===== src/rtl/minisrc_datapath.sv =====
// MiniSRC 32-bit datapath: program counter, 16x32 register file, ALU with
// operand and result latches, write-back register and memory address/data
// paths. The external control unit drives every enable and select each cycle.
// Optional feature macro: DATAPATH_DIV_EN (signed divider for opcode 10;
// without it opcode 10 returns zero in both result words).
module minisrc_datapath (
    input  logic        iClk,
    input  logic        nRst,
    input  logic [31:0] iMemData,
    output logic [31:0] oMemAddr,
    output logic [31:0] oMemData,
    input  logic        iPC_nRst,
    input  logic        iPC_en,
    input  logic        iPC_jmp,
    input  logic        iPC_loadRA,
    input  logic        iPC_loadImm,
    input  logic        iRF_Write,
    input  logic [3:0]  iRF_AddrA,
    input  logic [3:0]  iRF_AddrB,
    input  logic [3:0]  iRF_AddrC,
    input  logic        iRWB_en,
    input  logic [3:0]  iALU_Ctrl,
    input  logic        iRA_en,
    input  logic        iRB_en,
    input  logic        iRZH_en,
    input  logic        iRZL_en,
    input  logic        iRAS_en,
    output logic        oJ_zero,
    output logic        oJ_nZero,
    output logic        oJ_pos,
    output logic        oJ_neg,
    output logic        oALU_neg,
    output logic        oALU_zero,
    input  logic        iMUX_BIS,
    input  logic        iMUX_RZHS,
    input  logic        iMUX_WBM,
    input  logic        iMUX_WBP,
    input  logic        iMUX_MAP,
    input  logic        iMUX_ASS,
    input  logic [31:0] iImm32
);

    localparam logic [3:0] OP_ADD  = 4'd0;
    localparam logic [3:0] OP_SUB  = 4'd1;
    localparam logic [3:0] OP_AND  = 4'd2;
    localparam logic [3:0] OP_OR   = 4'd3;
    localparam logic [3:0] OP_SHR  = 4'd4;
    localparam logic [3:0] OP_SHRA = 4'd5;
    localparam logic [3:0] OP_SHL  = 4'd6;
    localparam logic [3:0] OP_ROR  = 4'd7;
    localparam logic [3:0] OP_ROL  = 4'd8;
    localparam logic [3:0] OP_MUL  = 4'd9;
    localparam logic [3:0] OP_DIV  = 4'd10;
    localparam logic [3:0] OP_NEG  = 4'd11;
    localparam logic [3:0] OP_NOT  = 4'd12;
    localparam logic [3:0] OP_PASB = 4'd13;

    logic [31:0] pc;
    logic [31:0] rf [16];
    logic [31:0] ra, rb, rzh, rzl, ras, rwb;
    logic [31:0] port_a, port_b, zout;
    logic [31:0] alu_hi, alu_lo;
    logic [63:0] rot, prod;
    logic [4:0]  sh;

    assign port_a = rf[iRF_AddrA];
    assign port_b = rf[iRF_AddrB];
    assign sh     = rb[4:0];
    assign zout   = iMUX_RZHS ? rzh : rzl;

`ifdef DATAPATH_DIV_EN
    logic [31:0] div_q, div_r;
    // Signed quotient/remainder, truncating toward zero; the zero-divisor
    // case is overridden in the ALU mux below.
    assign div_q = $signed(ra) / $signed(rb);
    assign div_r = $signed(ra) % $signed(rb);
`endif

    // Program counter: sync clear beats jump-to-RA beats relative branch beats increment.
    always_ff @(posedge iClk or negedge nRst) begin
        if (!nRst)
            pc <= '0;
        else if (!iPC_nRst)
            pc <= '0;
        else if (iPC_en && iPC_loadRA)
            pc <= ra;
        else if (iPC_en && iPC_loadImm && iPC_jmp)
            pc <= pc + 32'd1 + iImm32;
        else if (iPC_en)
            pc <= pc + 32'd1;
    end

    // Register file write port C; reads are combinational so same-cycle reads see the old value.
    always_ff @(posedge iClk or negedge nRst) begin
        if (!nRst) begin
            for (int i = 0; i < 16; i++)
                rf[i] <= '0;
        end else if (iRF_Write) begin
            rf[iRF_AddrC] <= rwb;
        end
    end

    // Operand, result, store and write-back latches.
    always_ff @(posedge iClk or negedge nRst) begin
        if (!nRst) begin
            ra  <= '0;
            rb  <= '0;
            rzh <= '0;
            rzl <= '0;
            ras <= '0;
            rwb <= '0;
        end else begin
            if (iRA_en)  ra  <= port_a;
            if (iRB_en)  rb  <= iMUX_BIS ? iImm32 : port_b;
            if (iRZH_en) rzh <= alu_hi;
            if (iRZL_en) rzl <= alu_lo;
            if (iRAS_en) ras <= iMUX_ASS ? zout : port_b;
            if (iRWB_en) begin
                if (iMUX_WBM)
                    rwb <= iMemData;
                else if (iMUX_WBP)
                    rwb <= pc;
                else
                    rwb <= zout;
            end
        end
    end

    // ALU: 64-bit {hi,lo} result; hi is only used by MUL and DIV.
    always_comb begin
        alu_hi = '0;
        alu_lo = '0;
        rot    = '0;
        prod   = '0;
        case (iALU_Ctrl)
            OP_ADD:  alu_lo = ra + rb;
            OP_SUB:  alu_lo = ra - rb;
            OP_AND:  alu_lo = ra & rb;
            OP_OR:   alu_lo = ra | rb;
            OP_SHR:  alu_lo = ra >> sh;
            OP_SHRA: alu_lo = $signed(ra) >>> sh;
            OP_SHL:  alu_lo = ra << sh;
            OP_ROR: begin
                rot    = {ra, ra} >> sh;
                alu_lo = rot[31:0];
            end
            OP_ROL: begin
                rot    = {ra, ra} << sh;
                alu_lo = rot[63:32];
            end
            OP_MUL: begin
                // Low 64 bits of the product of sign-extended operands equal the signed product.
                prod   = {{32{ra[31]}}, ra} * {{32{rb[31]}}, rb};
                alu_hi = prod[63:32];
                alu_lo = prod[31:0];
            end
            OP_DIV: begin
`ifdef DATAPATH_DIV_EN
                if (rb == 32'd0) begin
                    alu_lo = 32'hFFFF_FFFF;
                    alu_hi = ra;
                end else begin
                    alu_lo = div_q;
                    alu_hi = div_r;
                end
`else
                alu_lo = '0;
                alu_hi = '0;
`endif
            end
            OP_NEG:  alu_lo = -ra;
            OP_NOT:  alu_lo = ~ra;
            OP_PASB: alu_lo = rb;
            default: alu_lo = '0;
        endcase
    end

    // Flags and memory-side outputs.
    always_comb begin
        oALU_zero = (alu_lo == 32'd0);
        oALU_neg  = alu_lo[31];
        oJ_zero   = (ra == 32'd0);
        oJ_nZero  = (ra != 32'd0);
        oJ_pos    = ~ra[31] & (ra != 32'd0);
        oJ_neg    = ra[31];
        oMemAddr  = iMUX_MAP ? pc : rzl;
        oMemData  = ras;
    end

endmodule


===== config.mk =====
export PLATFORM = sky130hd
export DESIGN_NAME = minisrc_datapath
export DESIGN_NICKNAME = d
export VERILOG_FILES = /design/src/rtl/minisrc_datapath.sv
export SDC_FILE = /design/constraint.sdc
export NUM_CORES = 2
export LEC_CHECK = 0
export CORE_MARGIN = 2
export CORE_UTILIZATION = 30
export DETAILED_ROUTE_END_ITERATION = 10
export GPL_TIMING_DRIVEN = 0
export PLACE_DENSITY = 0.58
export SLEW_MARGIN = 10
export SYNTH_ARGS = -nofsm -noshare
export SYNTH_HDL_FRONTEND = slang
export SYNTH_SLANG_ARGS = --single-unit
export TNS_END_PERCENT = 1

===== constraint.sdc =====
create_clock -name iClk -period 10.1 [get_ports iClk]
set_input_delay 2.02 -clock iClk [delete_from_list [all_inputs] [get_ports iClk]]
set_output_delay 2.02 -clock iClk [all_outputs]
set_load 0.03 [all_outputs]

After elaboration in Yosys (flattened, before gate mapping)
Index checks and enable logic that the tools add are counted.
- flip-flop bits (word level): 736
- shift-type cells: 5
- multiply operators: 1
- order comparisons: 4
- reduce and logical (&&, ||, !) cells: 8
- bitwise operators: 8
- eq/ne operators: 13
- mux-type cells: 21
- add/subtract/negate cells: 5
- operators with widths (cell ; count):
    bitwise mux 512 bit ; 1
    two-way mux 32 bit ; 16
    case mux 32 bit (13 select lines) ; 1
    binary-select mux 32 bit (select 4 bit) ; 2
    demux 32 bit (select 4 bit) ; 1
    adder 32 bit ; 2
    zero test 32 bit ; 2
    multiplier 32 x 32 -> 64 bit ; 1
    << shifter 64 x 5 -> 64 bit ; 1
    >> shifter 64 x 5 -> 32 bit ; 1
    adder 32 x 1 -> 32 bit, second input constant ; 1
    bitwise AND 32 bit ; 1
    negation 32 bit ; 1
    inverter 32 bit ; 1
    bitwise OR 32 bit ; 1
    nonzero test 32 bit ; 1
    << shifter 32 x 5 -> 32 bit ; 1
    >> shifter 32 x 5 -> 32 bit ; 1
    >>> shifter 32 x 5 -> 32 bit ; 1
    subtractor 32 bit ; 1
    == test 4 bit, second input constant ; 5
    == test 4 x 3 -> 1 bit, second input constant ; 4
    greater-or-equal comparator 5 bit, second input constant ; 3
    inverter 4 -> 5 bit ; 3
    8 further kinds ; 12

Logic depth before layout (Yosys ltp)
- word-level depth: 6
- depth in mapped cells: 36
- depth with buffers taken out: 30

Worst setup path after synthesis
No wires, ideal clock.
- path kind: register to output
- from: register rb[3]
- to: output oALU_zero
- data arrival time: 8.961 ns
- path buffers: 8
- slack: -0.881 ns
- cell stages (with the launch flop): 34
- cell sequence: dfrtp_1 buf_2 buf_2 clkbuf_1 buf_2 buf_2 clkbuf_1 clkbuf_1 and2_1 fa_1 fa_1 inv_1 fa_1 fa_1 inv_1 fa_1 inv_1 fa_1 inv_1 fa_1 fa_1 ha_1 clkbuf_1 nand4_1 nor3_1 o211ai_1 a21bo_2 a21oi_1 nor2_1 xnor2_1 a2111o_1 a211oi_1 nand2_1 nor4_2
- longest elaborated chain between the ends: 3
- RTL lines (item ; line ; source):
    start: declaration ; 60 ; logic [31:0] ra, rb, rzh, rzl, ras, rwb;
    start signal: assignment ; 114 ; if (iRB_en) rb <= iMUX_BIS ? iImm32 : port_b;
    multiplier 32 x 32 -> 64 bit, or another cell as far along ; 153 ; prod = {{32{ra[31]}}, ra} * {{32{rb[31]}}, rb};
    case mux 32 bit (13 select lines) (*) ; 135 ; case (iALU_Ctrl)
    zero test 32 bit (*) ; 180 ; oALU_zero = (alu_lo == 32'd0);
    end: declaration ; 33 ; output logic oALU_zero,
Every way passes the cells marked *; elsewhere a longest branch is shown, timed or not.

Worst setup path after layout
- from: input iALU_Ctrl[3]
- to: output oALU_zero
- longest elaborated chain between the ends: 3
- RTL lines (item ; line ; source):
    start: declaration ; 22 ; input logic [3:0] iALU_Ctrl,
    == test 4 bit, or another cell as far along ; 135 ;
    case mux 32 bit (13 select lines) (*) ; 135 ;
    zero test 32 bit (*) ; 180 ;
Marks and branches as above.

==> impl_metrics.ini <==
[min_path]
worst_hold_path_type = reg -> reg
hold_path_depth = 1

[finish]
share_of_post_route_cells_with_drive_strength_above_1_pct = 19.3
final_net_count = 10200
layout.cells.most_common_list = sky130_fd_sc_hd__inv_1, sky130_fd_sc_hd__fa_1, sky130_fd_sc_hd__nand2_1
area.growth.synth_to_final_pct = 14.4
most_frequent_standard_cell_in_the_layout_excluding_fill_and_tap_cells = sky130_fd_sc_hd__inv_1
final_area_sq_um = 98900
post_layout_nonfiller_instances = 12700

[worst_setup_path]
setup.worst_path.end_class = output port
max_stage_delay_ns = 0.93
path_class = in -> out
cpMaxStageDelayCell = sky130_fd_sc_hd__a221oi_1
reg2reg_depth = 30
worst-r2r-setup-slack_ns = -0.32
critical_path_arrival_ns = 9.69
start_kind = input pin
worstPathRequired_ns = 8.08
path_max_fanout = 10
critical_path.cell_chain = clkdlybuf4s50_1 > clkbuf_1 > clkbuf_1 > nor3_2 > buf_4 > clkbuf_2 > buf_4 > and2_2 > clkbuf_4 > nor2_1 > xnor2_1 > ha_1 > a21oi_1 > o21ai_0 > a221oi_1 > o2111ai_1 > a2111o_1 > a211oi_4 > nand2_2 > nor4_4 > buf_6

[floorplan]
floorplan.die.width_um = 541
design.die.area_sq_um = 293000
core_area_sq_um = 287000
core.rowCount = 197
die_h_um = 541
initial_core_util_pct = 30.1
top_level_ports = 170

[clock_network]
cts.root.buffer_cell = sky130_fd_sc_hd__clkbuf_16
numCtsBuffers = 83
clk_pin_slew_ns = 0.06
htreeDepth = 3
clock_insertion_delay_worst_skew_ns = 0.66
clock_tree_from_tritoncts = yes
numClockSinks = 736
clk_path_buf_depth = 3

[timing]
holdWs_ns = 0.497
period_utilization_post_route_pct = 116
timing.final.setup_violations = 9
final.setup_skew_ns = 0.0320
timing.final.crit_period_ns = 11.71
report.final.hold_viol_count = 0
maxSlewViolCount = 0
finalWorstSetupSlack_ns = -1.61
fmax_ghz = 0.0854
rsz0062_at_grt = true
timing.max_slew.rel_slack_pct = 5.75
worst_pin_slew_ns = 1.41

[global_route]
grt_pass1_vias = 74700
grt_overflow_total = 0
grt_antenna_before_repair = 53
first_pass_grt_wire_length_um = 596000
grt_max_degree = 112
grt.total_usage_pct = 29.0

[yosys]
synth_seq_area_share_pct = 21.3
synth-async-reset-ratio_pct = 100
mappedNetlistArea_sq_um = 86500
yosys_register_bits = 736
mean_syn_cell_area_sq_um = 10.2
synthesis.nets = 9895
syn-instance-count = 8459
number_of_warning_messages_in_the_yosys_log = 0
synth-edff-count = 0
yosys_most_used_dff = sky130_fd_sc_hd__dfrtp_1
synth_cell_types = 96

[outcome]
outcome = finished with violations
failed_checks = DRC, setup timing

[place]
dp.final_hpwl_um = 339000
cell_count_post_placement = 12400
postPlaceCellArea_sq_um = 93200
placement.setup.worst_slack_ns = -4.20
port_buffers = 148
gp_routability_congestion = 1.07

[drt]
avgViaCountPerCell = 5.77
wl_per_cell_um = 34.0
routed_wirelength_um = 430000
drc = 2
final_antenna_net_count = 0
detailedRoute.firstIterationViolations = 8696
drt-pass1-iter-count = 11
routed-via-count = 73100

[job]
max_cap_viol_count = 0
## worst paths after layout
path                               from         to
min                              rzh[0]     rzh[0]
min reg2reg                      rzh[0]     rzh[0]
min in group asynchronous          nRst    rf[347]
max reg2reg                      ra[29]    rzh[29]
max                        iALU_Ctrl[3]  oALU_zero
max in group asynchronous          nRst      rb[9]
## kinds of logic after synthesis
kind of cell / after synthesis / share of synthesized area, %
xor gates and xnor gates: 184 / 1.86
adders and majority gates: 1358 / 29.0
and+or+nand+nor: 2139 / 11.9
DFF: 736 / 21.3
buffers and inverters: 1803 / 7.96
muxes: 1132 / 19.6
AOI/OAI and AO/OA: 1107 / 8.43
## routing by layer
metal | wire length, um | up-vias | track usage (%)
met2 | 187000 | 4701 | 44.1
met3 | 45200 | 1245 | 7.91
li1 | - | 29000 | -
met1 | 160000 | 38100 | 35.8
met4 | 37000 | 32 | 19.8
met5 | 211 | - | 0
## critical path: cells and delay by family
| kind | cells | cell delay (ns) |
|---|---|---|
| AO/OA/AOI/OAI | 6 | 2.89 |
| buffers and inverters | 8 | 2.61 |
| AND/OR/NAND/NOR | 5 | 1.58 |
| adder cells (fa/ha/maj) | 1 | 0.40 |
| XOR/XNOR | 1 | 0.13 |
## cell usage after synthesis (122+ instances only)
| library cell | instances | area (sq um) |
|---|---|---|
| sky130_fd_sc_hd__and2_1 | 430 | 2690 |
| sky130_fd_sc_hd__mux4_2 | 387 | 8720 |
| sky130_fd_sc_hd__nor2_1 | 414 | 1550 |
| sky130_fd_sc_hd__dfrtp_1 | 736 | 18400 |
| sky130_fd_sc_hd__mux2i_1 | 156 | 1560 |
| sky130_fd_sc_hd__xnor2_1 | 122 | 1070 |
| sky130_fd_sc_hd__a21oi_1 | 299 | 1500 |
| sky130_fd_sc_hd__o21ai_0 | 226 | 1130 |
| sky130_fd_sc_hd__ha_1 | 252 | 3150 |
| sky130_fd_sc_hd__inv_1 | 1120 | 4200 |
| sky130_fd_sc_hd__nand2_1 | 826 | 3100 |
| sky130_fd_sc_hd__mux2_2 | 579 | 6520 |
| sky130_fd_sc_hd__clkbuf_1 | 516 | 1940 |
| sky130_fd_sc_hd__fa_1 | 1084 | 21700 |
## layout make-up
| type | count | area [sq um] |
|---|---|---|
| Fill cell | 29000 | 188000 |
| Inverter | 1131 | 4290 |
| Timing Repair Buffer | 294 | 2780 |
| Tap cell | 3781 | 4730 |
| Clock inverter | 42 | 612 |
| Multi-Input combinational cell | 5920 | 61700 |
| Sequential cell | 736 | 18500 |
| Buffer | 623 | 4020 |
| Antenna cell | 17 | 42.5 |
| Clock buffer | 109 | 2320 |
## timing repair
item | in CTS | in global routing
pin swaps | 30 | 43
gates resized for setup | 608 | 214
cloned | 1 | 1
setup endpoints to repair | 47 | 27
setup buffers | 61 | 69
hold buffers | 0 | 0
## per-stage QoR
stage / utilization, % / TNS [ns]
2_1_floorplan: - / 0
3_3_place_gp: 32.3 / -
3_5_place_dp: 32.4 / -78.16
4_1_cts: 34.2 / -24.18
5_1_grt: 34.4 / -4.80
6_report: 34.4 / -3.46
## state kept, by name (all words and copies together) (netlist names)
name	flops
oMemData	32
rb	32
rwb	32
ra	32
rf	512
rzl	32
rzh	32
pc	32
Power is not shown: default switching activity piles up to over one toggle a cycle in this logic, so the estimate is an artifact.
